===== src/rtl/uart_pkg.sv =====
`timescale 1ns/1ps
`default_nettype none
// ============================================================================
// uart_pkg : shared types and configuration checks for the UART transmitter
// Revision : 1.0
// ============================================================================
package uart_pkg;

    typedef enum logic [2:0] {
        IDLE   = 3'd0,
        START  = 3'd1,
        DATA   = 3'd2,
        PARITY = 3'd3,
        STOP   = 3'd4
    } uart_tx_state_t;

    // True when the elaboration parameters describe a buildable transmitter.
    function automatic bit cfg_ok(int cpb, int db, int pe, int po, int sb, int depth);
        return (cpb >= 2) && (db >= 5) && (db <= 9) &&
               (pe == 0 || pe == 1) && (po == 0 || po == 1) &&
               (sb == 1 || sb == 2) &&
               (depth >= 2) && ((depth & (depth - 1)) == 0);
    endfunction

endpackage
`default_nettype wire


===== src/rtl/uart_tx_fifo.sv =====
`timescale 1ns/1ps
`default_nettype none
// ============================================================================
// uart_tx_fifo : synchronous word FIFO with combinational head and occupancy
// Revision     : 1.0
// ============================================================================
module uart_tx_fifo #(
    parameter int WIDTH = 8,
    parameter int DEPTH = 4
) (
    input  logic                     clk,
    input  logic                     rst,
    input  logic                     push,
    input  logic                     pop,
    input  logic [WIDTH-1:0]         wdata,
    output logic [WIDTH-1:0]         rdata,
    output logic [$clog2(DEPTH):0]   count,
    output logic                     full,
    output logic                     empty
);
    localparam int AW = $clog2(DEPTH);

    logic [WIDTH-1:0] mem_q [DEPTH];
    logic [AW-1:0]    wptr_q;
    logic [AW-1:0]    rptr_q;
    logic [AW:0]      count_q;
    logic             w_push;
    logic             w_pop;

    // Full/empty come from the registered count only, so a push while full is
    // dropped even when a pop happens in the same cycle.
    assign full   = (count_q == (AW+1)'(DEPTH));
    assign empty  = (count_q == '0);
    assign w_push = push && !full;
    assign w_pop  = pop && !empty;
    assign rdata  = mem_q[rptr_q];
    assign count  = count_q;

    always_ff @(posedge clk or negedge rst) begin
        if (!rst) begin
            wptr_q  <= '0;
            rptr_q  <= '0;
            count_q <= '0;
        end else begin
            if (w_push) wptr_q <= wptr_q + 1'b1;
            if (w_pop)  rptr_q <= rptr_q + 1'b1;
            if (w_push && !w_pop)      count_q <= count_q + 1'b1;
            else if (w_pop && !w_push) count_q <= count_q - 1'b1;
        end
    end

    always_ff @(posedge clk) begin
        if (w_push) mem_q[wptr_q] <= wdata;
    end

endmodule
`default_nettype wire


===== src/rtl/uart_tx_frame.sv =====
`timescale 1ns/1ps
`default_nettype none
// ============================================================================
// uart_tx_frame : buffered UART transmitter, configurable data/parity/stop bits
// Revision      : 1.0
// ============================================================================
module uart_tx_frame
    import uart_pkg::*;
#(
    parameter int CLKS_PER_BIT = 5208,
    parameter int DATA_BITS    = 8,
    parameter int PARITY_EN    = 0,
    parameter int PARITY_ODD   = 0,
    parameter int STOP_BITS    = 1,
    parameter int FIFO_DEPTH   = 4
) (
    input  logic                          clk,
    input  logic                          rst,
    input  logic                          start,
    input  logic [DATA_BITS-1:0]          data_in,
    output logic                          ready,
    output logic                          tx,
    output logic                          busy,
    output logic [$clog2(FIFO_DEPTH):0]   fifo_count
);
    localparam int                BAUD_W    = $clog2(CLKS_PER_BIT);
    localparam int                BIT_W     = $clog2(DATA_BITS);
    localparam logic [BAUD_W-1:0] BAUD_LAST = BAUD_W'(CLKS_PER_BIT - 1);
    localparam logic [BIT_W-1:0]  DATA_LAST = BIT_W'(DATA_BITS - 1);
    localparam logic [BIT_W-1:0]  STOP_LAST = BIT_W'(STOP_BITS - 1);
    localparam logic              PAR_INIT  = (PARITY_ODD != 0);

    if (!cfg_ok(CLKS_PER_BIT, DATA_BITS, PARITY_EN, PARITY_ODD, STOP_BITS, FIFO_DEPTH)) begin : g_bad_cfg
        $error("uart_tx_frame: illegal parameter combination");
    end

    uart_tx_state_t        state_q, state_d;
    logic [BAUD_W-1:0]     baud_q, baud_d;
    logic [BIT_W-1:0]      bit_q, bit_d;
    logic [DATA_BITS-1:0]  shift_q, shift_d;
    logic                  parity_q, parity_d;
    logic                  tx_q, tx_d;
    logic                  tick;
    logic                  load;
    logic                  fifo_pop;
    logic                  fifo_full;
    logic                  fifo_empty;
    logic [DATA_BITS-1:0]  fifo_rdata;

    uart_tx_fifo #(
        .WIDTH (DATA_BITS),
        .DEPTH (FIFO_DEPTH)
    ) u_fifo (
        .clk   (clk),
        .rst   (rst),
        .push  (start),
        .pop   (fifo_pop),
        .wdata (data_in),
        .rdata (fifo_rdata),
        .count (fifo_count),
        .full  (fifo_full),
        .empty (fifo_empty)
    );

    assign ready = !fifo_full;
    assign tx    = tx_q;
    assign busy  = (state_q != IDLE);
    assign tick  = (baud_q == BAUD_LAST);

    always_comb begin
        state_d  = state_q;
        baud_d   = baud_q;
        bit_d    = bit_q;
        shift_d  = shift_q;
        parity_d = parity_q;
        tx_d     = tx_q;
        load     = 1'b0;
        fifo_pop = 1'b0;

        if (state_q == IDLE) baud_d = '0;
        else                 baud_d = tick ? '0 : baud_q + 1'b1;

        case (state_q)
            IDLE: begin
                tx_d = 1'b1;
                if (!fifo_empty) load = 1'b1;
            end
            START: begin
                if (tick) begin
                    state_d = DATA;
                    bit_d   = '0;
                    tx_d    = shift_q[0];
                end
            end
            DATA: begin
                if (tick) begin
                    if (bit_q == DATA_LAST) begin
                        bit_d = '0;
                        if (PARITY_EN != 0) begin
                            state_d = PARITY;
                            tx_d    = parity_q;
                        end else begin
                            state_d = STOP;
                            tx_d    = 1'b1;
                        end
                    end else begin
                        bit_d   = bit_q + 1'b1;
                        shift_d = shift_q >> 1;
                        tx_d    = shift_q[1];
                    end
                end
            end
            PARITY: begin
                if (tick) begin
                    state_d = STOP;
                    bit_d   = '0;
                    tx_d    = 1'b1;
                end
            end
            STOP: begin
                if (tick) begin
                    if (bit_q == STOP_LAST) begin
                        if (!fifo_empty) begin
                            load = 1'b1;
                        end else begin
                            state_d = IDLE;
                            tx_d    = 1'b1;
                        end
                    end else begin
                        bit_d = bit_q + 1'b1;
                    end
                end
            end
            default: begin
                state_d = IDLE;
                tx_d    = 1'b1;
            end
        endcase

        // Popping the head also launches the start bit, giving gap-free frames.
        if (load) begin
            fifo_pop = 1'b1;
            shift_d  = fifo_rdata;
            parity_d = (^fifo_rdata) ^ PAR_INIT;
            state_d  = START;
            tx_d     = 1'b0;
        end
    end

    always_ff @(posedge clk or negedge rst) begin
        if (!rst) begin
            state_q  <= IDLE;
            baud_q   <= '0;
            bit_q    <= '0;
            shift_q  <= '0;
            parity_q <= 1'b0;
            tx_q     <= 1'b1;
        end else begin
            state_q  <= state_d;
            baud_q   <= baud_d;
            bit_q    <= bit_d;
            shift_q  <= shift_d;
            parity_q <= parity_d;
            tx_q     <= tx_d;
        end
    end

endmodule
`default_nettype wire


===== config.mk =====
export PLATFORM = sky130hd
export DESIGN_NAME = uart_tx_frame
export DESIGN_NICKNAME = d
export VERILOG_FILES = /design/src/rtl/uart_pkg.sv /design/src/rtl/uart_tx_fifo.sv /design/src/rtl/uart_tx_frame.sv
export SDC_FILE = /design/constraint.sdc
export NUM_CORES = 1
export LEC_CHECK = 0
export ABC_AREA = 1
export ABC_CLOCK_PERIOD_IN_PS = 2400
export CORE_ASPECT_RATIO = 1.2
export CORE_MARGIN = 2
export CORE_UTILIZATION = 30
export DETAILED_ROUTE_END_ITERATION = 10
export PLACE_DENSITY = 0.58
export SYNTH_ARGS = -nofsm -noshare
export SYNTH_HDL_FRONTEND = slang
export SYNTH_SLANG_ARGS = --single-unit

===== constraint.sdc =====
create_clock -name clk -period 2.4 [get_ports clk]
set_clock_uncertainty 0.05 [all_clocks]
set_input_delay 0.6 -clock clk [delete_from_list [all_inputs] [get_ports clk]]
set_output_delay 0.6 -clock clk [all_outputs]
set_load 0.02 [all_outputs]

-- After elaboration in Yosys (flattened, before gate mapping)
Memories as Yosys holds them, arrays and structs flattened.
Cells that the tools add are included.
- output and inout port bits: 6
- bits in writable memories: 32
- bits in latches: 0
- input port bits: 11
- memories: 1
- register bits after elaboration: 35
- memory bits (read-only): 0
- shift-type cells: 0
- reductions and logical operators: 21
- equality and inequality tests: 20
- bitwise gates (word level): 0
- multiply operators: 0
- $lt $le $gt $ge: 0
- multiplexer cells: 39
- div/mod/pow operators: 0
- $add $sub $neg: 6
- memory list (name ; words ; width ; read ports ; clocked after memory_dff ; wr ports ; line ; RTL):
    u_fifo.mem_q ; 4 ; 8 ; 1 ; 0 ; 1 ; uart_tx_fifo.sv:23 ; logic [WIDTH-1:0] mem_q [DEPTH];
- operators by type and width (cell ; count):
    $mux W3 ; 15
    $mux W8 ; 4
    $mux W13 ; 2
    $ne A3 B3 Y1 const B ; 7
    $pmux W3 S5 ; 1
    $mux W1 ; 14
    $add A13 B1 Y13 const B ; 1
    $eq A13 B13 Y1 const B ; 1
    $ne A2 B2 Y1 const B ; 5
    $eq A3 B3 Y1 const B ; 3
    $logic_not A3 Y1 ; 3
    $pmux W3 S3 ; 1
    $reduce_and A8 Y1 ; 1
    $add A3 B1 Y3 const B ; 2
    $eq A3 B2 Y1 const B ; 2
    $reduce_and A6 Y1 ; 1
    $reduce_bool A2 Y1 ; 3
    $reduce_bool A3 Y1 ; 2
    $reduce_and A5 Y1 ; 1
    $add A2 B1 Y2 const B ; 2
    $logic_and A1 B1 Y1 ; 4
    $logic_not A1 Y1 ; 4
    $pmux W1 S4 ; 1
    $eq A3 B1 Y1 const B ; 1
    other kinds (5) ; 5

-- Longest topological paths before layout
Gate-level depths: netlist of run 1.
- word-level depth: 10
- mapped depth: 14
- mapped depth without buffers: 13

-- Modules after synthesis
Synthesis of run 1 repeated with hierarchy kept, for this count alone.
- cells, all modules: 379
- area total of the unflattened synthesis: 3363.2 um2
- by module, submodules not included (module ; cells each ; sequential area each (um2) ; instances ; area an instance (um2)):
    uart_tx_fifo ; 154 ; 1136.1 ; 1 ; 1734.2
    uart_tx_frame ; 225 ; 701.9 ; 1 ; 1629.1

-- Worst setup path before layout of run 1
OpenSTA, ideal clock, no wires.
- kind: register to register
- from: register bit_q[0]
- to: register u_fifo.count_q[1], in the netlist u_fifo.count[1]
- setup slack: 0.050 ns
- arrival: 2.175 ns
- stages on the path, launching flop included: 13
- period minus slack after synthesis: 2.350 ns
- library setup time: 0.125 ns
- data required time: 2.225 ns
- path through: dfrtp_1 inv_1 ha_1 inv_1 nor2_1 o21ai_0 nor2_2 nand2_4 buf_6 ha_1 inv_1 fa_1 mux2_2
- longest elaborated chain between the ends: 9
- elaborated cells between the ends (all ways): 11
- RTL lines (element ; line ; RTL):
    start: declaration ; uart_tx_frame.sv:39 ; logic [BIT_W-1:0] bit_q, bit_d;
    start signal: assignment ; uart_tx_frame.sv:161 ; bit_q <= bit_d;
    $logic_not A3 Y1 * ; uart_tx_frame.sv:122 ; if (bit_q == STOP_LAST) begin
    $mux W1 * ; uart_tx_frame.sv:122 ;
    $mux W1 * ; uart_tx_frame.sv:121 ; if (tick) begin
    $pmux W1 S2 * ; uart_tx_frame.sv:83 ; case (state_q)
    $mux W1 * ; uart_tx_frame.sv:141 ; if (load) begin
    $logic_and A1 B1 Y1 * ; uart_tx_fifo.sv:35 ; assign w_pop = pop && !empty;
    $logic_not A1 Y1 ; uart_tx_fifo.sv:47 ; if (w_push && !w_pop) count_q <= count_q + 1'b1;
    $logic_and A1 B1 Y1 ; uart_tx_fifo.sv:47 ;
    $mux W3 / $reduce_bool A2 Y1 (equally long branches) ; -- ;
    end signal: assignment ; uart_tx_fifo.sv:47 ;
    end signal: assignment ; uart_tx_fifo.sv:48 ; else if (w_pop && !w_push) count_q <= count_q - 1'b1;
    end: declaration ; uart_tx_fifo.sv:26 ; logic [AW:0] count_q;
Every way passes the cells marked *; elsewhere a longest branch is shown, timed or not.
A chain may end at the register's enable or synchronous reset.

-- Worst setup path after layout of run 1
Same ends and word-level chain as after synthesis.

==> impl_metrics.py, run 1 <==
metrics = {
    "global_routing": {
        "antenna_found_initial": 0,
        "busiest_layer": "met2",
        "use_met3_pct": 3.21,
        "overflow": 0,
        "gr-usage-met1_pct": 12.8,
        "grt_pass1_wl_um": 10100,
        "met2_usage_pct": 20.4,
        "grt_max_degree": 36,
        "grt_usage_pct": 11.4,
        "first_global_vias": 2176,
    },
    "timing": {
        "tightest_slew_ps": 797,
        "fin_crit_sh_pct": 93.7,
        "final.min_clock_period_ps": 2250,
        "slew_headroom_pct": 46.8,
        "drv_slew": 0,
        "setup_viol": 0,
        "holdWs_ps": 312,
        "finalHoldViolCount": 0,
        "setup_ws_ps": 150,
        "fmax_mhz": 445,
    },
    "synth": {
        "yosysWarnings": 0,
        "syn_nets": 350,
        "synthDominantCellAreaShare_pct": 30.1,
        "ys_seq_area_share_pct": 57.6,
        "netlist_top_cells_area": "edfxtp_1 30%, dfrtp_1 27%, nor2_1 7.2%",
        "synth_cell_types": 32,
        "yosysTopAreaCell": "edfxtp_1",
        "synth.avg_cell_area_sq_um": 9.70,
        "synthesis.area_sq_um": 3190,
        "synthesis.instances": 329,
        "synth_seq_cells": 67,
    },
    "floorplan": {
        "fp.dieW_um": 98.1,
        "rows": 41,
        "pin_count": 17,
        "die_height_um": 117,
        "fp.coreArea_sq_um": 10500,
        "start_util_pct": 30.5,
        "dieArea_sq_um": 11500,
    },
    "finish": {
        "post-route-util_pct": 36.4,
        "instances_no_fill": 493,
        "nets": 380,
        "drive_gt1_share_pct": 12.9,
        "fin_area_sq_um": 3810,
        "diodes": 0,
        "nFillCells": 1059,
        "syn_to_final_growth_pct": 19.4,
    },
    "drt": {
        "ant_nets": 0,
        "dr.pass1.iters": 4,
        "first_iter_violations": 65,
        "routedWlPerCell_um": 12.2,
        "viasPerCell": 4.55,
        "drc": 0,
        "num_vias": 2243,
        "routed_wl_um": 6000,
    },
    "cts": {
        "path_clk_slew_ps": 60,
        "cts.sinks": 67,
        "cts-hold-fix-buffers": 0,
        "clk_latency_ps": 330,
        "cts_buffers": 9,
        "cts_root_buf": "clkbuf_16",
        "clock_path_buffers": 2,
        "cts_tree": "yes",
        "htreeDepth": 3,
    },
    "setup_path": {
        "crit_path_start_kind": "register",
        "arrival_ps": 2410,
        "crit_type": "reg -> reg",
        "crit_path_max_fanout": 3,
        "required_ps": 2560,
        "cp-end-kind": "register",
    },
    "place": {
        "placed_area_sq_um": 3520,
        "dp_slack_ps": 35.8,
        "place_congestion": 0.826,
        "dp.cells": 477,
        "dpl.hpwl_um": 4030,
        "numPortBuffers": 16,
    },
    "run_status": {
        "status": "finished clean",
    },
    "power_and_ir_drop": {
        "p_leak_nw": 1.60,
        "peakVddDrop_uv": 510,
        "power_density_nw_per_um2": 815,
    },
    "run": {
        "max_cap_violations": 0,
    },
    "worst_hold_path": {
        "holdCritPathClass": "in -> async",
    },
}
[flip-flops by register name, indices dropped and copies added (netlist names)]
| signal | count |
|---|---|
| shift_q | 8 |
| u_fifo.mem_q | 32 |
| bit_q | 3 |
| u_fifo.wptr_q | 2 |
| state_q | 3 |
| u_fifo.count | 3 |
| baud_q | 13 |
| u_fifo.rptr_q | 2 |
| tx | 1 |
[layout by cell type (no fill, tap or decap), types with 3 or more instances in the layout]
cell and instances:
clkbuf_16 9, inv_2 5, o21ai_0 26, xor2_1 4
nor2_1 60, inv_1 34, ha_1 9, nor2_2 5
clkinvlp_4 3, dfrtp_1 34, a21oi_2 3, nand4_1 4
nand3_1 23, nor3_1 5, nand3b_1 7, nand2_1 42
clkdlybuf4s50_1 14, buf_4 9, edfxtp_1 32, a21oi_1 11
[metrics by stage]
step / TNS, ps / total power [mW]
2_1_floorplan: 0 / 1.71
3_3_place_gp: 0 / 1.92
6_report: 0 / 3.10
5_1_grt: -2.04 / 3.27
3_5_place_dp: 0 / 1.92
4_1_cts: 0 / 3.15
[cell type report]
cell class | count | area, sq um | share of cell area, %
sequential | 67 | 1840 | 48.3
multi-input combinational | 217 | 1160 | 30.5
clock buffer | 9 | 225 | 5.91
timing repair buffer | 25 | 225 | 5.91
tap | 129 | 161 | 4.24
inverter | 39 | 146 | 3.84
clock inverter | 7 | 52.6 | 1.38
[final timing paths]
path	cells past startpoint	startpoint	slack [ps]	to
max in group asynchronous	1	rst	1490	baud_q[10]
setup reg to reg	11	bit_q[0]	150	u_fifo.count[1]
min in group clk	1	baud_q[0]	410	baud_q[0]
setup / recovery	11	bit_q[0]	150	u_fifo.count[1]
hold reg to reg	1	baud_q[0]	410	baud_q[0]
hold / removal	1	rst	310	baud_q[3]
[worst max-delay path, cell delays in order, from the launching register on]
cell and delay, ps:
dfrtp_1 390, inv_1 80, ha_1 140, inv_1 50, nor2_2 130, o21ai_1 90
nor2_2 190, nand2_4 70, ha_1 180, inv_1 90, fa_1 410, mux2_2 260
[what timing repair did]
item	CTS	global route
endpoints found under the setup margin	0	3
setup buffers	0	0
resized for setup	0	4
[report_power, final]
| part | internal, mW | total (mW) | switching [mW] |
|---|---|---|---|
| logic | 0.197 | 0.452 | 0.255 |
| registers | 1.37 | 1.44 | 0.0751 |
| clock network | 0.703 | 1.21 | 0.506 |
| total | 2.27 | 3.10 | 0.836 |
[synthesized netlist by cell type]
library cell,count
nor2_1,61
nand2_1,43
dfrtp_1,34
inv_1,34
edfxtp_1,32
o21ai_0,27
nand3_1,23
a21oi_1,11
ha_1,9
nand3b_1,7
inv_2,5
nor3_1,5
nand4_1,4
nor2_2,4
xor2_1,4
a21oi_2,3
buf_6,3
buf_2,2
nand2_4,2
nor2_4,2
o22ai_1,2
xnor2_1,2
a21boi_0,1
buf_4,1
dfstp_2,1
fa_1,1
mux2_2,1
nand2_2,1
nand3_4,1
nor3b_1,1
o21a_1,1
o21ai_1,1
[cells by family after synthesis]
logic type / count (synthesis) / share of synthesized area, %
DFF: 67 / 57.6
AOI/OAI and AO/OA: 46 / 7.80
xor gates and xnor gates: 6 / 1.65
adders and majority gates: 10 / 4.16
and+or+nand+nor: 154 / 22.2
buffers and inverters: 45 / 6.20
muxes: 1 / 0.353
[metal layers]
layer	vias up	wire length (um)
met5	-	0
met4	0	52
met3	4	175
met2	22	3090
met1	1073	2680
li1	1144	-
No activity file was read; power rests on OpenSTA's default activity.
==> run 2: changes to the inputs <==
- CELL_PAD_IN_SITES_DETAIL_PLACEMENT: not set -> 0
- CELL_PAD_IN_SITES_GLOBAL_PLACEMENT: not set -> 1
- CORE_UTILIZATION: 30 -> 37
- PLACE_DENSITY: 0.58 -> 0.79
==> run 2 against run 1 <==
Die area is 18% lower. Core utilization up 7.9 points. Largest power group unchanged. Design area shrank 1.4%. Combinational power is 4.6% higher.
==> impl_metrics.py, run 2 (synthesis gave the netlist of run 1 again) <==
metrics = {
    "run_status": {
        "status": "finished clean",
    },
    "timing": {
        "drv_slew": 0,
        "slew_headroom_pct": 46.8,
        "fmax_mhz": 447,
        "final.min_clock_period_ps": 2240,
        "setup_ws_ps": 164,
        "setup_viol": 0,
        "tightest_slew_ps": 797,
        "finalHoldViolCount": 0,
        "tns_ps": 0,
        "holdWs_ps": 286,
        "grt_setup_unrepaired": "no",
        "fin_crit_sh_pct": 93.1,
    },
    "power_and_ir_drop": {
        "peakVddDrop_uv": 488,
        "p_leak_nw": 1.59,
        "power_density_nw_per_um2": 785,
        "total_power_mw": 2.95,
    },
    "global_routing": {
        "overflow": 0,
        "grt_max_degree": 36,
        "grt_pass1_wl_um": 9670,
        "grt_usage_pct": 13.2,
        "antenna_found_initial": 0,
        "first_global_vias": 2169,
    },
    "setup_path": {
        "crit_path_start_kind": "register",
        "crit_type": "reg -> out",
        "crit_path_max_fanout": 4,
        "cp-end-kind": "primary output",
        "arrival_ps": 1590,
        "required_ps": 1750,
    },
    "drt": {
        "first_iter_violations": 116,
        "routedWlPerCell_um": 11.3,
        "ant_nets": 0,
        "num_vias": 2184,
        "dr.pass1.iters": 4,
        "drc": 0,
        "viasPerCell": 4.53,
        "routed_wl_um": 5450,
    },
    "floorplan": {
        "rows": 37,
        "fp.dieW_um": 88.8,
        "pin_count": 17,
        "dieArea_sq_um": 9390,
        "fp.coreArea_sq_um": 8470,
        "die_height_um": 106,
        "start_util_pct": 37.7,
    },
    "finish": {
        "multi_input_area_sq_um": 1160,
        "final_common_cell": "nor2_1",
        "largest_reg_flops": 32,
        "reg_top3": "u_fifo.mem_q: 32 flops, baud_q: 13 flops, shift_q: 8 flops",
        "diodes": 0,
        "syn_to_final_growth_pct": 17.7,
        "drive_gt1_share_pct": 13.2,
        "seq_area_sq_um": 1840,
        "regMostFlops": "u_fifo.mem_q",
        "instances_no_fill": 482,
        "layout_common_cells": "60 x nor2_1, 42 x nand2_1, 34 x inv_1, 34 x dfrtp_1, 32 x edfxtp_1",
        "nets": 381,
        "nFillCells": 788,
    },
    "place": {
        "dp_slack_ps": 54.2,
        "dpl.hpwl_um": 3960,
        "numPortBuffers": 16,
        "dp.cells": 466,
        "place_congestion": 0.823,
    },
    "cts": {
        "cts_root_buf": "clkbuf_8",
        "path_clk_slew_ps": 80,
        "cts_buffers": 9,
        "cts.sinks": 67,
        "htreeDepth": 3,
        "cts_tree": "yes",
        "clk_latency_ps": 340,
        "post_cts.repair.setup_buffers": 0,
        "clock_path_buffers": 2,
        "cts-hold-fix-buffers": 0,
        "post_cts_resize_count": 0,
    },
    "worst_hold_path": {
        "holdCritPathClass": "in -> async",
    },
    "run": {
        "max_cap_violations": 0,
    },
}
-- run 2: cell count changes in the layout (fill, tap and decap cells not counted), sizes merged --
| cell | previous run | this run |
|---|---|---|
| clkbuf | 9 | 12 |
| clkinvlp | 3 | 1 |
| inv | 41 | 39 |
| buf | 10 | 11 |
| bufinv | 0 | 1 |
-- run 2: where the power goes --
part	leakage, nW	switching [mW]	internal (mW)
clock	0.113	0.435	0.610
combinational	0.750	0.265	0.208
sequential	0.729	0.0644	1.37
total	1.59	0.764	2.19
-- run 2: final timing paths --
path	start	to	slack, ps	cells after the start
worst max register to register	bit_q[0]	u_fifo.count[1]	180	11
min in group clk	baud_q[0]	baud_q[0]	410	1
worst min register to register	baud_q[0]	baud_q[0]	410	1
worst max-delay path	u_fifo.count[0]	ready	160	4
worst min-delay path	rst	baud_q[4]	290	1
max in group asynchronous	rst	bit_q[0]	1490	1
-- run 2: metrics by stage --
stage / util [%] / area, sq um
floorplan: - / 3190
global placement: 41.5 / 3520
detailed placement: 41.5 / 3520
CTS: 44.2 / 3750
global route: 44.3 / 3760
finish: 44.3 / 3760
-- run 2: final cells by class --
| class | count | share of cell area [%] |
|---|---|---|
| clock buffers | 12 | 4.73 |
| clock inverters | 4 | 1.47 |
| inverters | 39 | 3.90 |
| multi-input cells | 217 | 30.9 |
| flip-flops and latches | 67 | 48.9 |
| well taps | 117 | 3.90 |
| repair buffers | 26 | 6.20 |
-- run 2: per-layer routing --
metal	GRT usage [%]	vias up	part of all wire, %
met5	0	-	0
met4	3.90	0	0.95
met3	3.76	6	3.2
met2	21.3	26	49
met1	17.3	1002	47
li1	-	1150	-
-- run 2: critical path: stages (launching register included) --
cell	delay (ps)
dfrtp_1	390
buf_4	160
nor2_1	90
nand2_1	70
clkdlybuf4s50_1	540
